### src/rtl/shm_pkg.sv
// Shared definitions for the shared-memory DMA requester: geometry, action codes,
// the request record carried through the command FIFO, and the requester FSM states.
package shm_pkg;

  localparam int SIZE        = 4;
  localparam int PROCSIZE    = 4;
  localparam int WORD_SIZE   = 16;
  localparam int PAGE_SIZE   = 2;
  localparam int PAGES_COUNT = SIZE - PAGE_SIZE;

  localparam logic ACT_READ  = 1'b0;
  localparam logic ACT_WRITE = 1'b1;

  typedef struct packed {
    logic                action;
    logic [SIZE-1:0]     ptr;
    logic [PROCSIZE-1:0] start;
    logic [PROCSIZE-1:0] length;
  } dma_req_t;

  typedef enum logic [1:0] {
    ST_IDLE  = 2'd0,
    ST_WAIT  = 2'd1,
    ST_DRAIN = 2'd2
  } req_state_t;

endpackage

### src/rtl/shm_req_fifo.sv
// Two-entry command FIFO for the DMA requester. Push into a full FIFO and pop from
// an empty one are ignored, so the count can never leave 0..2.
module shm_req_fifo
  import shm_pkg::*;
(
  input  logic     clock,
  input  logic     reset,
  input  logic     push,
  input  logic     pop,
  input  dma_req_t wdata,
  output dma_req_t rdata,
  output logic     full,
  output logic     empty
);

  dma_req_t   mem_r [2];
  logic       wr_ptr_r;
  logic       rd_ptr_r;
  logic [1:0] count_r;
  logic       push_s;
  logic       pop_s;

  assign push_s = push & (count_r != 2'd2);
  assign pop_s  = pop & (count_r != 2'd0);

  // Storage, 1-bit wrapping pointers and occupancy count.
  always_ff @(posedge clock or posedge reset) begin
    if (reset) begin
      mem_r[0] <= '0;
      mem_r[1] <= '0;
      wr_ptr_r <= 1'b0;
      rd_ptr_r <= 1'b0;
      count_r  <= 2'd0;
    end else begin
      if (push_s) begin
        mem_r[wr_ptr_r] <= wdata;
        wr_ptr_r        <= ~wr_ptr_r;
      end
      if (pop_s) begin
        rd_ptr_r <= ~rd_ptr_r;
      end
      case ({push_s, pop_s})
        2'b10:   count_r <= count_r + 2'd1;
        2'b01:   count_r <= count_r - 2'd1;
        default: count_r <= count_r;
      endcase
    end
  end

  assign rdata = mem_r[rd_ptr_r];
  assign full  = (count_r == 2'd2);
  assign empty = (count_r == 2'd0);

endmodule

### src/rtl/shm_dma_requester.sv
// Processor-side initiator of the shared-memory DMA toggle protocol: queues copy
// commands, issues each by inverting trigger, and reports ack completion or timeout.
module shm_dma_requester #(
  parameter int SIZE           = 4,
  parameter int PROCSIZE       = 4,
  parameter int TIMEOUT_CYCLES = 255
) (
  input  logic                clock,
  input  logic                reset,
  input  logic                cmd_valid,
  output logic                cmd_ready,
  input  logic                cmd_write,
  input  logic [SIZE-1:0]     cmd_ptr,
  input  logic [PROCSIZE-1:0] cmd_start,
  input  logic [PROCSIZE-1:0] cmd_length,
  output logic                done_valid,
  output logic                done_timeout,
  output logic                busy,
  output logic                protocol_err,
  output logic                trigger,
  input  logic                ack,
  output logic                action,
  output logic [SIZE-1:0]     ptr,
  output logic [PROCSIZE-1:0] copy_start,
  output logic [PROCSIZE-1:0] copy_length
);

  import shm_pkg::*;

  localparam int            CW    = $clog2(TIMEOUT_CYCLES + 1);
  localparam logic [CW-1:0] TMO_C = CW'(TIMEOUT_CYCLES);
  localparam logic [CW-1:0] MAX_C = {CW{1'b1}};

  req_state_t    state_r, state_nxt_s;
  logic [CW-1:0] cnt_r, cnt_nxt_s;
  dma_req_t      req_r, req_nxt_s;
  logic          trigger_r, trigger_nxt_s;
  logic          done_valid_r, done_valid_nxt_s;
  logic          done_timeout_r, done_timeout_nxt_s;
  logic          protocol_err_r, protocol_err_nxt_s;
  logic          last_ack_r;
  logic          ack_evt_s;

  dma_req_t      cmd_req_s;
  dma_req_t      head_s;
  logic          fifo_full_s;
  logic          fifo_empty_s;
  logic          push_s;
  logic          pop_s;

  assign cmd_req_s = {(cmd_write ? ACT_WRITE : ACT_READ), cmd_ptr, cmd_start, cmd_length};
  assign push_s    = cmd_valid & ~fifo_full_s;
  assign ack_evt_s = ack ^ last_ack_r;

  shm_req_fifo u_fifo (
    .clock (clock),
    .reset (reset),
    .push  (push_s),
    .pop   (pop_s),
    .wdata (cmd_req_s),
    .rdata (head_s),
    .full  (fifo_full_s),
    .empty (fifo_empty_s)
  );

  // Next-state, request launch and completion decode.
  always_comb begin
    state_nxt_s        = state_r;
    cnt_nxt_s          = cnt_r;
    req_nxt_s          = req_r;
    trigger_nxt_s      = trigger_r;
    done_valid_nxt_s   = 1'b0;
    done_timeout_nxt_s = 1'b0;
    protocol_err_nxt_s = protocol_err_r;
    pop_s              = 1'b0;
    case (state_r)
      ST_IDLE: begin
        if (ack_evt_s) begin
          protocol_err_nxt_s = 1'b1;
        end else begin
          protocol_err_nxt_s = protocol_err_r;
        end
        if (!fifo_empty_s) begin
          pop_s = 1'b1;
          if (head_s.length != {PROCSIZE{1'b0}}) begin
            req_nxt_s     = head_s;
            trigger_nxt_s = ~trigger_r;
            cnt_nxt_s     = {CW{1'b0}};
            state_nxt_s   = ST_WAIT;
          end else begin
            // Zero-length copies complete locally without bothering the engine.
            done_valid_nxt_s = 1'b1;
          end
        end else begin
          pop_s = 1'b0;
        end
      end
      ST_WAIT: begin
        // An ack arriving on the timeout cycle still counts as a normal completion.
        if (ack_evt_s) begin
          done_valid_nxt_s = 1'b1;
          state_nxt_s      = ST_IDLE;
        end else if (cnt_r == TMO_C) begin
          done_valid_nxt_s   = 1'b1;
          done_timeout_nxt_s = 1'b1;
          state_nxt_s        = ST_DRAIN;
        end else if (cnt_r != MAX_C) begin
          cnt_nxt_s = cnt_r + {{(CW-1){1'b0}}, 1'b1};
        end else begin
          cnt_nxt_s = cnt_r;
        end
      end
      ST_DRAIN: begin
        if (ack_evt_s) begin
          state_nxt_s = ST_IDLE;
        end else begin
          state_nxt_s = ST_DRAIN;
        end
      end
      default: begin
        state_nxt_s = ST_IDLE;
      end
    endcase
  end

  // State and registered protocol outputs.
  always_ff @(posedge clock or posedge reset) begin
    if (reset) begin
      state_r        <= ST_IDLE;
      cnt_r          <= {CW{1'b0}};
      req_r          <= '0;
      trigger_r      <= 1'b0;
      done_valid_r   <= 1'b0;
      done_timeout_r <= 1'b0;
      protocol_err_r <= 1'b0;
      last_ack_r     <= 1'b0;
    end else begin
      state_r        <= state_nxt_s;
      cnt_r          <= cnt_nxt_s;
      req_r          <= req_nxt_s;
      trigger_r      <= trigger_nxt_s;
      done_valid_r   <= done_valid_nxt_s;
      done_timeout_r <= done_timeout_nxt_s;
      protocol_err_r <= protocol_err_nxt_s;
      last_ack_r     <= ack;
    end
  end

  assign cmd_ready    = ~fifo_full_s;
  assign busy         = (state_r != ST_IDLE) | ~fifo_empty_s;
  assign done_valid   = done_valid_r;
  assign done_timeout = done_timeout_r;
  assign protocol_err = protocol_err_r;
  assign trigger      = trigger_r;
  assign action       = req_r.action;
  assign ptr          = req_r.ptr;
  assign copy_start   = req_r.start;
  assign copy_length  = req_r.length;

endmodule

### config.mk
export PLATFORM = sky130hd
export DESIGN_NAME = shm_dma_requester
export DESIGN_NICKNAME = d
export VERILOG_FILES = /design/src/rtl/shm_pkg.sv /design/src/rtl/shm_req_fifo.sv /design/src/rtl/shm_dma_requester.sv
export SDC_FILE = /design/constraint.sdc
export NUM_CORES = 1
export LEC_CHECK = 0
export CORE_MARGIN = 2
export CORE_UTILIZATION = 40
export CTS_BUF_LIST = sky130_fd_sc_hd__clkbuf_8
export DETAILED_ROUTE_END_ITERATION = 8
export GPL_ROUTABILITY_DRIVEN = 0
export PLACE_DENSITY = 0.7
export REMOVE_ABC_BUFFERS = 1
export SLEW_MARGIN = 30
export SYNTH_ARGS = -nofsm -noshare
export SYNTH_HDL_FRONTEND = slang
export SYNTH_SLANG_ARGS = --single-unit
### constraint.sdc
create_clock -name clock -period 3.25 [get_ports clock]
set_clock_uncertainty 0.15 [all_clocks]
set_input_delay 0.8125 -clock clock [delete_from_list [all_inputs] [get_ports clock]]
set_output_delay 0.8125 -clock clock [all_outputs]
set_load 0.005 [all_outputs]
# After elaboration in Yosys (flattened, before gate mapping)
# Cells that the tools add are included.
# totals
ff_bits	58
elab_cells	95
inputBits	17
# classes
eq_ne	14
bitwise_logic	12
magnitude_cmp	3
n_mux	29
reduce_logical	12
n_addsub	3
# op_table
op	n
2-to-1 mux 13 bit	4
2-to-1 mux 8 bit	5
bitwise mux 26 bit	1
case mux 8 bit (2 select lines)	1
demux 13 bit (select 1 bit)	1
inequality test 2 bit (second input constant)	6
2-to-1 mux 2 bit	5
2-to-1 mux 1 bit	9
adder 8 x 1 -> 8 bit (second input constant)	1
equality test 8 bit (second input constant)	1
inequality test 8 bit (second input constant)	1
nonzero test 2 bit	4
equality test 2 bit (second input constant)	3
case mux 2 bit (3 select lines)	1
AND reduction 3 bit	2
AND reduction 6 bit	1
NOT 1 bit	5
equality test 2 x 1 -> 1 bit (second input constant)	2
>= comparator 2 bit (second input constant)	2
zero test 2 bit	2
NOT 1 -> 2 bit	2
case mux 2 bit (2 select lines)	1
nonzero test 4 bit	1
bitwise AND 1 bit	3
other kinds (9)	9

# Logic depth before layout (Yosys ltp)
# Gate-level depths: netlist of run 1.
# logic_depth
ltp_word	8
mapped_depth	8
ltp_nobuf	8

# By module
# Synthesis of run 1 repeated with hierarchy kept, for this count alone.
# unflattened
cells_unflattened	227
hier_area_um2	2752.6
# modules_own_cells
mod	cells_each	seq_area_each_um2	area_each_um2	n_inst
shm_req_fifo	88	750.7	1377.6	1
shm_dma_requester	139	700.7	1375.1	1

# Least setup slack after synthesis of run 1
# OpenSTA, ideal clock, no wires.
# synth_path
path_type	in2reg
startpoint	in ack
endpoint	reg cnt_r[7]
path_stages	5
path_buffers	0
path_slack_ps	1228
setup_time_ps	126
t_arrival_ps	1746
cell_sequence	xor2_1 a21oi_2 nand4_1 o211a_1 a221o_1
# synth_between
elab_chain_len	3
# synth_rtl
item	line_no	text
from (decl)	shm_dma_requester.sv:21	input logic ack,
XOR 1 bit	shm_dma_requester.sv:53	assign ack_evt_s = ack ^ last_ack_r;
inequality test 2 bit (no source line)	n/a	
AND reduction 6 bit (no source line)	n/a	
to (signal assigned)	shm_dma_requester.sv:130	cnt_r <= {CW{1'b0}};
to (signal assigned)	shm_dma_requester.sv:139	cnt_r <= cnt_nxt_s;
to (decl)	shm_dma_requester.sv:35	logic [CW-1:0] cnt_r, cnt_nxt_s;
# Every way passes these cells.
# A chain may end at the register's enable or synchronous reset.

# Worst setup path after layout of run 1
# layout_path
startpoint	reg state_r[0]
endpoint	out busy
# layout_between
elab_chain_len	2
# layout_rtl
item	line_no	text
from (decl)	shm_dma_requester.sv:34	req_state_t state_r, state_nxt_s;
from (signal assigned)	shm_dma_requester.sv:138	state_r <= state_nxt_s;
nonzero test 2 bit	shm_dma_requester.sv:150	assign busy = (state_r != ST_IDLE) | ~fifo_empty_s;
bitwise OR 1 bit	shm_dma_requester.sv:150	
to (decl)	shm_dma_requester.sv:18	output logic busy,
# Every way passes these cells.

==> results of run 1 <==
==> worst max-delay path, delay by kind of cell (launching register included) <==
kind                     cells  cell delay (ns)
buffers and inverters        2             0.53
AND/OR/NAND/NOR              1             0.12
flip-flops                   1             0.40
adder cells (fa/ha/maj)      1             0.35
==> state kept, by name (all words and copies together), names as in the netlist, 2 cells and up <==
signal / count
cnt_r: 8
copy_length: 4
copy_start: 4
ptr: 4
state_r: 2
u_fifo.count_r: 2
u_fifo.mem_r: 26
==> power groups by stage <==
stage               Sequential (mW)  Combinational, mW  Clock [mW]
detailed placement             1.28               1.33           0
floorplan                      1.25              0.853           0
CTS                            1.27               1.33       0.643
global placement               1.27               1.29           0
finish                         1.26               1.31       0.627
global route                   1.31               1.45       0.675
==> worst max-delay path by stage <==
stage,start,end,slack (ns),cells after the start
finish,state_r[0],busy,0.56,4
CTS,state_r[0],busy,0.56,4
global route,state_r[1],busy,0.48,4
detailed placement,ack,cnt_r[1],0.52,5
global placement,ack,cnt_r[1],0.59,5
floorplan,reset,action,0.86,1
==> area by class of cell <==
class | count | area [um2] | area share [%]
sequential | 58 | 1451 | 44.84
clock inverter | 7 | 61.31 | 1.894
clock buffer | 9 | 123.9 | 3.827
inverter | 5 | 18.77 | 0.5798
tap | 77 | 96.34 | 2.976
timing repair buffer | 40 | 400.4 | 12.37
multi-input combinational | 141 | 1085 | 33.51
==> cell usage after synthesis, drive strengths merged <==
| master | count | share of area (%) |
|---|---|---|
| ha | 4 | 1.9 |
| and4 | 2 | 0.67 |
| nor4 | 3 | 0.72 |
| nor3 | 4 | 0.77 |
| a211o | 3 | 1.0 |
| a21boi | 1 | 0.29 |
| o22a | 1 | 0.34 |
| mux2 | 26 | 11 |
| o2bb2ai | 1 | 0.34 |
| or4 | 1 | 0.29 |
| mux2i | 13 | 5.0 |
| o21a | 2 | 1.2 |
| nand3 | 6 | 1.2 |
| nand2b | 1 | 0.24 |
| a21oi | 12 | 2.5 |
| o21ai | 10 | 2.1 |
| a21o | 1 | 0.29 |
| a22o | 1 | 0.34 |
| clkbuf | 1 | 0.14 |
| nor2 | 18 | 2.8 |
| buf | 6 | 1.5 |
| o211a | 2 | 0.77 |
| o311a | 1 | 0.39 |
| inv | 5 | 0.72 |
| and2 | 1 | 0.24 |
| xnor2 | 5 | 1.7 |
| and3 | 4 | 0.96 |
| dfrtp | 58 | 56 |
| nand4 | 2 | 0.48 |
| a221o | 3 | 1.2 |
| o41ai | 1 | 0.63 |
| nand2 | 9 | 1.3 |
| xor2 | 3 | 1.0 |
==> through the flow <==
| stage | hold slack (ns) | power [mW] | instance area (um2) | cells |
|---|---|---|---|---|
| final | 0.3183 | 3.204 | 3237 | 337 |
| after global routing | 0.3518 | 3.440 | 3237 | 337 |
| after CTS | 0.3242 | 3.241 | 3237 | 337 |
| after detailed placement | 0.3030 | 2.605 | 3052 | 321 |
| after global placement | 0.3048 | 2.559 | 3052 | 321 |
| after floorplan | 0.3010 | 2.106 | 2555 | 204 |
==> per-layer routing <==
metal | wire length (um) | vias to the layer above
met1 | 2434 | 872
met3 | 155 | 7
met4 | 85 | 0
met5 | 0 | -
li1 | - | 860
met2 | 2272 | 28
==> logic make-up after synthesis <==
family | after synthesis | share of synthesized area, %
adder cells (fa/ha/maj) | 4 | 1.927
XOR/XNOR | 8 | 2.698
buffers and inverters | 12 | 2.360
AO/OA/AOI/OAI | 39 | 11.22
AND/OR/NAND/NOR | 51 | 9.634
multiplexers | 39 | 16.28
flip-flops | 58 | 55.88
==> results.ini, run 1 <==
[outcome]
status=complete, no violations

[worst_setup_path]
arrival_ns=1.72
endpoint_kind=output port
r2r_start=state_r[0]
critPathSlowestCell=clkdlybuf4s50_1
ff2ff_path_depth=7
worst-path-max-fanout=7
crit_chain=inv_1 -> ha_1 -> nand2_1 -> clkdlybuf4s50_1
startpoint_type=register
path_class=reg2out
crit_required_ns=2.29
regToRegSetupSlack_ns=1.06
slowest_delay_ns=0.46
r2r-end=ptr[3]

[die]
die_x_um=84.59
rows=29
initial_utilization_pct=41.14
die_area_mm2=0.007155
die_y_um=84.59
io_pins=36
placeableCoreArea_mm2=0.006314

[grt]
grt.busiest_layer=met2
met2_usage_pct=22.12
antenna_found_initial=0
grt_max_degree=59
grt_pass1_wl_mm=8.390
grt.total_usage_pct=15.01
grt_pass1_vias=1761
grt_util_met1_pct=20.48
grt.overflow.total=0
use_met3_pct=4.720

[routing]
wire_per_inst_um=14.69
ant_nets=0
drt-initial-drc-count=104
dr_total_vias=1767
drt-vias-per-instance=5.243
drc_errors=0
wirelength_mm=4.949
firstDrtPassIters=4

[finish]
antennaDiodeCount=0
area_delta_synth_final_pct=24.61
fin_util_pct=51.27
fill_cells=576
final_cell_mix=58 x dfrtp_1, 35 x clkdlybuf4s50_1, 26 x mux2_2
final_common_cell=dfrtp_1
nets=276
drive_gt1_share_pct=20.77

[logic_synthesis]
synth_area_per_cell_um2=12.31
yosysSeqAreaShare_pct=55.88
synth.distinct_cells=39
ys_ff_latch=58
synth_area_mm2=0.002597
ys_warn_count=0
synthCells=211

[power_and_ir_drop]
p_int_mw=2.099
power_density_mw_per_mm2=989.7
ir_drop_mv=0.3753
p_switching_mw=1.104
p_seq_share_pct=39.5
swShare_pct=34.46
power_frac_clock_pct=19.6
pwr-share-comb_pct=41.0
leakage_nw=1.436

[sta]
worst_pin_slew_ns=0.4964
layout_setup_ws_ns=0.5634
setup_viol=0
finalHoldViolCount=0
rsz0062_at_grt=false
max_slew_margin_pct=66.69
fin_tns_setup_ns=0
drv_slew=0
finalCritPeriodShare_pct=82.66
fmax_mhz=372.2
fin_crit_ns=2.687

[clock_network]
post_cts_buffers=0
cts_tree=built
clock_path_buffers=2
htreeDepth=3
cts_resized=0
clock_latency_ns=0.33
numCtsBuffers=9
cts.clk_slew.worst_paths_ns=0.06
hold_buffers=0
root_buffer=clkbuf_8
cts.sinks=58

[place]
io_buffers=35
dp_hpwl_mm=3.248
detailedPlace.worstSlack_ns=0.5242

[worst_hold_path]
hp-start=protocol_err
holdPathStages=1
hp-class=reg2reg
hold_path_end=protocol_err

[job]
cap_violations=0

No activity file was read; power rests on OpenSTA's default activity.
==> run 2, diff against run 1 <==
Settings changed: PLACE_DENSITY 0.7 to 0.73.
Clock period 3.25 ns to 2.2 ns, I/O delays scaled along.
==> run 2 against run 1 <==
Net effect: cell area is 5.3% higher; worst hold slack worse by 0.0037 ns; total power is 63% higher; worst setup slack worse by 0.48 ns; count of clock-buffer cells in the layout is 2 higher; combinational power is 64% higher; critical path depth is 2 lower; sequential power is 47% higher; flip-flop and latch count stayed put; global-route usage is 0.78 points higher.
==> results.ini, run 2 (synthesized netlist as in run 1, its figures left out) <==
[outcome]
status=complete, no violations

[clock_network]
cts_tree=built
htreeDepth=3  ; unchanged
cts.clk_slew.worst_paths_ns=0.06  ; about the same
clock_path_buffers=2  ; unchanged
clock_latency_ns=0.33  ; about the same
hold_buffers=0  ; unchanged
cts.sinks=58  ; unchanged
root_buffer=clkbuf_8
numCtsBuffers=9  ; unchanged

[worst_hold_path]
hp-class=reg2reg
hp-start=trigger

[worst_setup_path]
path_class=reg2out
endpoint_kind=output port
arrival_ns=1.42  ; -0.30 ns
r2r_start=cnt_r[0]
worst-path-max-fanout=5  ; -2
startpoint_type=register
cp-startpoint=u_fifo.count_r[0]
crit_required_ns=1.50  ; -0.79 ns

[finish]
final_common_cell=dfrtp_1
top_regs=u_fifo.mem_r: 26 flops, cnt_r: 8 flops
final_cell_mix=57 x dfrtp_1, 34 x clkdlybuf4s50_1, 26 x mux2_2
multiInputGateArea_mm2=0.001087  ; +0.23%
ff_latch_area_mm2=0.001453  ; about the same
fin_cells=347  ; +3.0%
largest_register_ff_count=26  ; unchanged
area_delta_synth_final_pct=31.17
regMostFlops=u_fifo.mem_r
drive_gt1_share_pct=24.44  ; +3.7 points
antennaDiodeCount=0  ; unchanged
fill_cells=537  ; -6.8%
nets=286  ; +3.6%

[sta]
max_slew_margin_pct=69.85  ; +3.2 points
finalHoldViolCount=0  ; unchanged
fmax_mhz=471.5
timing.hold.ws_ns=0.3146  ; -0.003715 ns
rsz0062_at_grt=false
finalCritPeriodShare_pct=96.41
worst_pin_slew_ns=0.4522  ; -0.04416 ns
fin_crit_ns=2.121
setup_viol=0  ; unchanged
drv_slew=0  ; unchanged

[die]
initial_utilization_pct=41.14  ; unchanged
die_y_um=84.59  ; unchanged
die_x_um=84.59  ; unchanged
placeableCoreArea_mm2=0.006314  ; unchanged
rows=29  ; unchanged
io_pins=36  ; unchanged
die_area_mm2=0.007155  ; unchanged

[grt]
antenna_found_initial=0  ; unchanged
grt_max_degree=37  ; -37%
grt_pass1_wl_mm=8.790  ; +4.8%
grt.total_usage_pct=15.79  ; +0.78 points
grt.overflow.total=0  ; unchanged
grt_pass1_vias=1855  ; +5.3%

[routing]
wirelength_mm=5.133  ; +3.7%
firstDrtPassIters=4  ; unchanged
dr_total_vias=1805  ; +2.2%
drc_errors=0  ; unchanged
drt-vias-per-instance=5.202  ; -0.79%
drt-initial-drc-count=104  ; unchanged
ant_nets=0  ; unchanged
wire_per_inst_um=14.79  ; +0.73%

[place]
io_buffers=35  ; unchanged
dp_hpwl_mm=3.492  ; +7.5%
dp.cells=330  ; +2.8%

[power_and_ir_drop]
total_power_mw=5.231  ; +63%
power_density_mw_per_mm2=1535  ; +55%
leakage_nw=1.517  ; +5.6%
ir_drop_mv=0.8297  ; +120%

[job]
cap_violations=0  ; unchanged

run 2: power breakdown:
group          switching [mW]  total, mW  internal, mW  leakage [nW]
combinational           0.971       2.15          1.18         0.698
clock                   0.418       1.23         0.810         0.127
sequential              0.303       1.85          1.55         0.692
run 2: layout make-up:
| type | count | area share [%] |
|---|---|---|
| multi-input cells | 141 | 31.91 |
| flip-flops and latches | 58 | 42.64 |
| well taps | 77 | 2.828 |
| inverters | 5 | 0.5509 |
| repair buffers | 50 | 14.65 |
| clock buffers | 11 | 4.444 |
| clock inverters | 5 | 2.975 |
run 2: per-stage QoR:
| stage | setup TNS, ns | worst slack, ns | cell area, um2 | util, % |
|---|---|---|---|---|
| floorplan | 0 | 0.07201 | 2555 | - |
| global placement | -0.4158 | -0.08680 | 3144 | 49.80 |
| detailed placement | -0.9301 | -0.1679 | 3144 | 49.80 |
| CTS | 0 | 0.005994 | 3406 | 53.94 |
| global route | 0 | 0.02568 | 3407 | 53.96 |
| finish | 0 | 0.07900 | 3407 | 53.96 |
run 2: final timing paths:
path / to / slack [ns] / cells past startpoint
min: trigger / 0.31 / 1
max: cmd_ready / 0.08 / 2
max in group asynchronous: u_fifo.mem_r[6] / 1.07 / 3
max reg2reg: cnt_r[4] / 0.17 / 7
min reg2reg: trigger / 0.31 / 1
min in group asynchronous: done_timeout / 0.44 / 3
run 2: per-layer routing:
metal / vias up / track usage, % / wire (um)
met5: - / 0 / 0
met4: 0 / 7.359 / 111
met3: 9 / 4.523 / 191
met2: 35 / 23.34 / 2337
met1: 882 / 21.52 / 2493
li1: 879 / - / -
run 2: worst max-delay path, stage by stage, from the launching register on:
cell,delay [ns]
dfrtp_2,0.42
nand2b_1,0.16
clkdlybuf4s50_1,0.52
run 2: what timing repair did:
item / in CTS / in global routing
resized for setup: 2 / 1
endpoints found under the setup margin: 1 / 1
pin swaps: 0 / 0
buffers inserted: 1 / 0
